**src/rtl/bus_arbiter.sv**
```systemverilog
// rtl/bus_arbiter.sv - shares one Wishbone-style memory port between I-fetch and the MEM stage
//
// Purpose: serialises instruction fetches and data accesses onto a single bus
// master port. Each access runs IDLE -> BUSY -> DONE. The stall requests keep
// the pipeline frozen until the data returns. A result is held while the
// consuming stage is stalled, and it is dropped if a flush arrives.
//
// Ports:
//   clk, rst            clock, synchronous active-high reset
//   i_stall[5:0]        stall vector from ctrl (bit 1 = IF held, bit 4 = MEM held)
//   i_flush             pipeline flush
//   i_if_ce/i_if_addr   I-side read request; o_if_data / o_stallreq_if back
//   i_mem_*             D-side request; o_mem_rdata / o_stallreq_mem back
//   o_bus_*             registered bus cycle, strobe, write enable, selects, address, data
//   i_bus_dat_i/i_bus_ack  bus read data and acknowledge
//   o_arb_err           one-cycle pulse when the bus watchdog expires
//
// Build option: define ARB_TIMEOUT_EN to enable the bus watchdog. The watchdog
// aborts a BUSY cycle after TIMEOUT_CYCLES cycles without an ack.
module bus_arbiter #(
    parameter int TIMEOUT_CYCLES = 255
) (
    input  logic        clk,
    input  logic        rst,
    input  logic [5:0]  i_stall,
    input  logic        i_flush,
    input  logic        i_if_ce,
    input  logic [31:0] i_if_addr,
    output logic [31:0] o_if_data,
    output logic        o_stallreq_if,
    input  logic        i_mem_ce,
    input  logic        i_mem_we,
    input  logic [3:0]  i_mem_sel,
    input  logic [31:0] i_mem_addr,
    input  logic [31:0] i_mem_wdata,
    output logic [31:0] o_mem_rdata,
    output logic        o_stallreq_mem,
    output logic        o_bus_cyc,
    output logic        o_bus_stb,
    output logic        o_bus_we,
    output logic [3:0]  o_bus_sel,
    output logic [31:0] o_bus_adr,
    output logic [31:0] o_bus_dat_o,
    input  logic [31:0] i_bus_dat_i,
    input  logic        i_bus_ack,
    output logic        o_arb_err
);

    typedef enum logic [1:0] {
        S_IDLE = 2'd0,
        S_BUSY = 2'd1,
        S_DONE = 2'd2
    } state_t;

    state_t      r_state;
    logic        r_owner_d;     // 1: D-side owns the current access, 0: I-side
    logic        r_discard;     // a flush hit while BUSY, so the result must not be delivered
    logic        r_bus_cyc;
    logic        r_bus_stb;
    logic        r_bus_we;
    logic [3:0]  r_bus_sel;
    logic [31:0] r_bus_adr;
    logic [31:0] r_bus_dat_o;
    // The read buffer is kept per consumer. Each data output then holds its
    // last delivered value, and a discarded access never disturbs it.
    logic [31:0] r_if_data;
    logic [31:0] r_mem_rdata;

    logic        w_drop;
    logic        w_owner_hold;
    logic        w_done_i;
    logic        w_done_d;
    logic        w_expire;
    logic [31:0] w_result;
    logic        w_unused;

    assign w_drop       = r_discard | i_flush;
    assign w_owner_hold = r_owner_d ? i_stall[4] : i_stall[1];
    assign w_done_d     = (r_state == S_DONE) &  r_owner_d;
    assign w_done_i     = (r_state == S_DONE) & ~r_owner_d;
    // A watchdog expiry delivers zero. An ack in the same cycle still wins.
    assign w_result     = i_bus_ack ? i_bus_dat_i : 32'h0;

`ifdef ARB_TIMEOUT_EN
    localparam logic [15:0] TO_LAST = 16'(TIMEOUT_CYCLES - 1);
    logic [15:0] r_cnt;
    logic        r_arb_err;
    // r_cnt counts the earlier no-ack BUSY cycles. This cycle is therefore the
    // TIMEOUT_CYCLES-th one without an ack.
    assign w_expire  = ~i_bus_ack & (r_cnt == TO_LAST);
    assign o_arb_err = r_arb_err;
    assign w_unused  = ^{i_stall[5], i_stall[3:2], i_stall[0]};
`else
    assign w_expire  = 1'b0;
    assign o_arb_err = 1'b0;
    assign w_unused  = ^{i_stall[5], i_stall[3:2], i_stall[0], (TIMEOUT_CYCLES != 0)};
`endif

    always_ff @(posedge clk) begin
        if (rst) begin
            r_state     <= S_IDLE;
            r_owner_d   <= 1'b0;
            r_discard   <= 1'b0;
            r_bus_cyc   <= 1'b0;
            r_bus_stb   <= 1'b0;
            r_bus_we    <= 1'b0;
            r_bus_sel   <= 4'h0;
            r_bus_adr   <= 32'h0;
            r_bus_dat_o <= 32'h0;
            r_if_data   <= 32'h0;
            r_mem_rdata <= 32'h0;
`ifdef ARB_TIMEOUT_EN
            r_cnt       <= 16'd0;
            r_arb_err   <= 1'b0;
`endif
        end else begin
`ifdef ARB_TIMEOUT_EN
            r_arb_err <= 1'b0;
`endif
            case (r_state)
                S_IDLE: begin
                    r_discard <= 1'b0;
                    if (!i_flush && (i_mem_ce || i_if_ce)) begin
                        r_state   <= S_BUSY;
                        r_bus_cyc <= 1'b1;
                        r_bus_stb <= 1'b1;
`ifdef ARB_TIMEOUT_EN
                        r_cnt     <= 16'd0;
`endif
                        // D wins because MEM holds the older instruction.
                        if (i_mem_ce) begin
                            r_owner_d   <= 1'b1;
                            r_bus_we    <= i_mem_we;
                            r_bus_sel   <= i_mem_sel;
                            r_bus_adr   <= i_mem_addr;
                            r_bus_dat_o <= i_mem_wdata;
                        end else begin
                            r_owner_d   <= 1'b0;
                            r_bus_we    <= 1'b0;
                            r_bus_sel   <= 4'hF;
                            r_bus_adr   <= i_if_addr;
                        end
                    end
                end
                S_BUSY: begin
                    if (i_bus_ack || w_expire) begin
                        r_bus_cyc <= 1'b0;
                        r_bus_stb <= 1'b0;
                        r_bus_we  <= 1'b0;
`ifdef ARB_TIMEOUT_EN
                        r_arb_err <= w_expire;
`endif
                        if (w_drop) begin
                            r_state   <= S_IDLE;
                            r_discard <= 1'b0;
                        end else begin
                            r_state <= S_DONE;
                            if (r_owner_d) begin
                                r_mem_rdata <= w_result;
                            end else begin
                                r_if_data   <= w_result;
                            end
                        end
                    end else begin
                        // The bus cycle is never abandoned. A flush only marks it for discard.
                        if (i_flush) begin
                            r_discard <= 1'b1;
                        end
`ifdef ARB_TIMEOUT_EN
                        r_cnt <= r_cnt + 16'd1;
`endif
                    end
                end
                S_DONE: begin
                    if (i_flush || !w_owner_hold) begin
                        r_state <= S_IDLE;
                    end
                end
                default: r_state <= S_IDLE;
            endcase
        end
    end

    assign o_stallreq_if  = ~rst & i_if_ce  & ~i_flush & ~w_done_i;
    assign o_stallreq_mem = ~rst & i_mem_ce & ~i_flush & ~w_done_d;

    assign o_if_data   = r_if_data;
    assign o_mem_rdata = r_mem_rdata;
    assign o_bus_cyc   = r_bus_cyc;
    assign o_bus_stb   = r_bus_stb;
    assign o_bus_we    = r_bus_we;
    assign o_bus_sel   = r_bus_sel;
    assign o_bus_adr   = r_bus_adr;
    assign o_bus_dat_o = r_bus_dat_o;

endmodule

```
**config.mk**
```make
export PLATFORM = sky130hd
export DESIGN_NAME = bus_arbiter
export DESIGN_NICKNAME = d
export VERILOG_FILES = /design/src/rtl/bus_arbiter.sv
export SDC_FILE = /design/constraint.sdc
export NUM_CORES = 1
export LEC_CHECK = 0
export ABC_AREA = 1
export CORE_UTILIZATION = 43
export CTS_CLUSTER_SIZE = 8
export DETAILED_ROUTE_END_ITERATION = 10
export PLACE_DENSITY = 0.86
export REMOVE_ABC_BUFFERS = 1
export SLEW_MARGIN = 5
export SYNTH_ARGS = -nofsm -noshare
export SYNTH_HDL_FRONTEND = slang
export SYNTH_SLANG_ARGS = --single-unit
```
**constraint.sdc**
```tcl
create_clock -name clk -period 2 [get_ports clk]
set_input_delay 0.5 -clock clk [delete_from_list [all_inputs] [get_ports clk]]
set_output_delay 0.5 -clock clk [all_outputs]
set_load 0.01 [all_outputs]
```
==> impl_metrics.json <==
{
  "num_antenna_cells": 0,
  "core_area_um2": 12200,
  "filler_cell_count": 939,
  "most-common-layout-cells": "clkdlybuf4s50_1, nor2_1, nand2_1",
  "finalMaxSlewViolations": 0,
  "clockRootBuffer": "clkbuf_16",
  "timing.hold.worst_path_depth": 2,
  "timing.hold.worst.class": "reg2reg",
  "final_antenna_net_count": 0,
  "layout.cells.non_filler": 1191,
  "worst_pin_slew_ns": 0.690,
  "worst_r2r_endpoint": "o_bus_adr[13]",
  "finalWorstPathRequiredPeriod_ns": 1.96,
  "grt_start_max_net_pins": 82,
  "routed-via-count": 5941,
  "power_density_nw_per_um2": 813,
  "avgSynthCellArea_um2": 7.34,
  "count_of_boundary_i_o_pins": 283,
  "syn2layout_area_growth_pct": 66.6,
  "reg2reg_from": "r_state[1]",
  "yosysWarnings": 0,
  "critPathMaxFanout": 3,
  "dp.final_hpwl_um": 12600,
  "post_drt_via_cell_ratio": 4.99,
  "cts-htree-levels": 4,
  "io_buffers": 277,
  "drt_first_pass_iters": 6,
  "die_width_um": 114,
  "groute.usage.overall_pct": 27.7,
  "place.detailed.instances": 1160,
  "cts-buffers-inserted": 17,
  "crit_required_ns": 1.50,
  "gpl.final_weighted_congestion": 0.799,
  "utilization_pct": 74.4,
  "timing.setup.critical_path_class": "in2out",
  "postSynthRegisterBits": 138,
  "synth_seq_area_share_pct": 50.9,
  "finClkSkew_ns": 0.00458,
  "leakage_nw": 3.55,
  "final-hold-violation-count": 0,
  "synthesis.instances": 740,
  "timing.critical_path.arrival_ns": 1.46,
  "max_freq_ghz": 0.511,
  "wl_per_cell_um": 14.8,
  "latest_clock_arrival_within_the_worst_skew_pair_ns": 0.41,
  "sort_of_element_at_the_start_of_the_critical_path": "input port",
  "clk_sink_count": 138,
  "detail_route.wirelength_um": 17700,
  "worstHoldStart": "o_bus_adr[7]",
  "cts_hold_repair.buffers": 0,
  "global_route.overflow_total": 0,
  "commonest_non_fill_non_tap_cell_in_the_layout": "clkdlybuf4s50_1",
  "peak_supply_drop_uv": 447,
  "dieArea_um2": 13100,
  "cts.path.max_buffers": 2,
  "clk_pin_slew_worst_paths_ns": 0.05,
  "netlist_area_um2": 5430,
  "drcViolationCount": 0,
  "setup.worst_path.end_class": "output port",
  "finish.net_count": 1156,
  "grt_first_pass_wirelength_um": 28000,
  "start_util_pct": 44.7,
  "die_h_um": 114,
  "grt_antenna_before_repair": 0,
  "slew-limit-headroom_pct": 54.0,
  "setup_viol": 0,
  "num_rows": 40,
  "post_route_cells_drive_above_1_share_pct": 7.82,
  "first_global_vias": 5715,
  "critPathLaunch": "i_flush",
  "status": "finished clean",
  "ff2ff_path_depth": 6,
  "drv.max_cap_violation_count": 0,
  "ff2ff_setup_slack_ns": 0.53,
  "hold-path-endpoint": "o_bus_adr[7]",
  "grt_setup_unrepaired": "yes",
  "cts_tree": "built",
  "final.period_utilization_pct": 97.9,
  "drt_first_iter_violations": 568,
  "ys_types": 23
}
-- layout make-up --
class                      instances  area (um^2)  area share [%]
sequential                       138         2760            30.5
clock buffer                      24          492            5.43
clock inverter                     7          138            1.52
timing repair buffer             309         3080            34.0
inverter                          11         41.3           0.456
tap                              168          210            2.32
multi-input combinational        534         2330            25.8
-- critical path, cell delays in order --
cell	delay (ns)
clkdlybuf4s50_1	0.47
inv_2	0.10
nand3_1	0.07
a21oi_1	0.13
buf_2	0.18
-- Yosys cell counts --
cell	number	share of area (%)
nand2_1	146	10
a21oi_1	45	4.1
clkinv_1	1	0.069
nor2_4	2	0.41
nor2_1	165	11
clkbuf_1	23	1.6
o21ai_1	11	1.0
inv_2	7	0.48
dfxtp_1	138	51
nand2_2	2	0.23
inv_1	3	0.21
o211ai_1	4	0.55
buf_1	1	0.069
buf_2	14	1.3
nor3_1	32	2.9
buf_6	4	0.83
conb_1	1	0.069
nor2_2	1	0.12
o21ai_0	87	8.0
buf_4	12	1.7
clkbuf_2	3	0.28
nand3_2	2	0.37
nand3_1	36	3.3
-- metrics by stage --
step | hold WS [ns] | instance area [um^2] | setup TNS (ns) | worst slack [ns] | power (mW)
3_5_place_dp | 0.452 | 8420 | -14.35 | -0.419 | 4.09
5_1_grt | 0.479 | 9050 | 0 | 0.00108 | 7.64
4_1_cts | 0.461 | 9040 | 0 | 0.0144 | 7.41
3_3_place_gp | 0.447 | 8420 | -10.53 | -0.425 | 4.07
6_report | 0.458 | 9050 | 0 | 0.0412 | 7.36
2_1_floorplan | 0.477 | 5120 | -75.60 | -1.07 | 3.37
-- flip-flops by register name, indices dropped and copies added, names as in the netlist --
| register | count |
|---|---|
| o_bus_we | 1 |
| o_if_data | 32 |
| r_owner_d | 1 |
| o_bus_stb | 1 |
| r_state | 2 |
| o_bus_sel | 4 |
| o_mem_rdata | 32 |
| r_discard | 1 |
| o_bus_dat_o | 32 |
| o_bus_adr | 32 |
-- what timing repair did --
item,4_1_cts,5_1_grt
buffers inserted,0,0
pin swaps,0,0
setup endpoints to repair,2,1
gates resized for setup,9,3
cloned,0,0
-- where the power goes --
group | internal (mW) | switching [mW]
logic | 0.609 | 0.490
registers | 2.87 | 0.0657
clock network | 2.21 | 1.11
total | 5.69 | 1.67
-- metal layers --
layer	track usage, %	up-vias	routed length, um
met5	0	-	0
met4	16.8	0	802
met3	9.90	60	1500
met2	47.8	295	8860
met1	28.8	2644	6500
li1	-	2942	-
-- cell families (layout without fill, tap and decap cells) --
family          Yosys count  in the layout  synth area share [%]
simple gates            386            386                  28.9
compound gates          147            147                  13.7
flops                   138            138                  50.9
buf+inv                  68            351                  6.47
other cells               1              1                0.0690
-- how the worst max path moves through the flow --
stage	end	slack, ns
detailed placement	o_stallreq_if	-0.42
global route	o_stallreq_if	0.001
CTS	o_stallreq_if	0.01
finish	o_stallreq_mem	0.04
floorplan	r_owner_d	-1.07
global placement	o_stallreq_if	-0.43
Note: power is estimated with default switching activity, not from simulation.
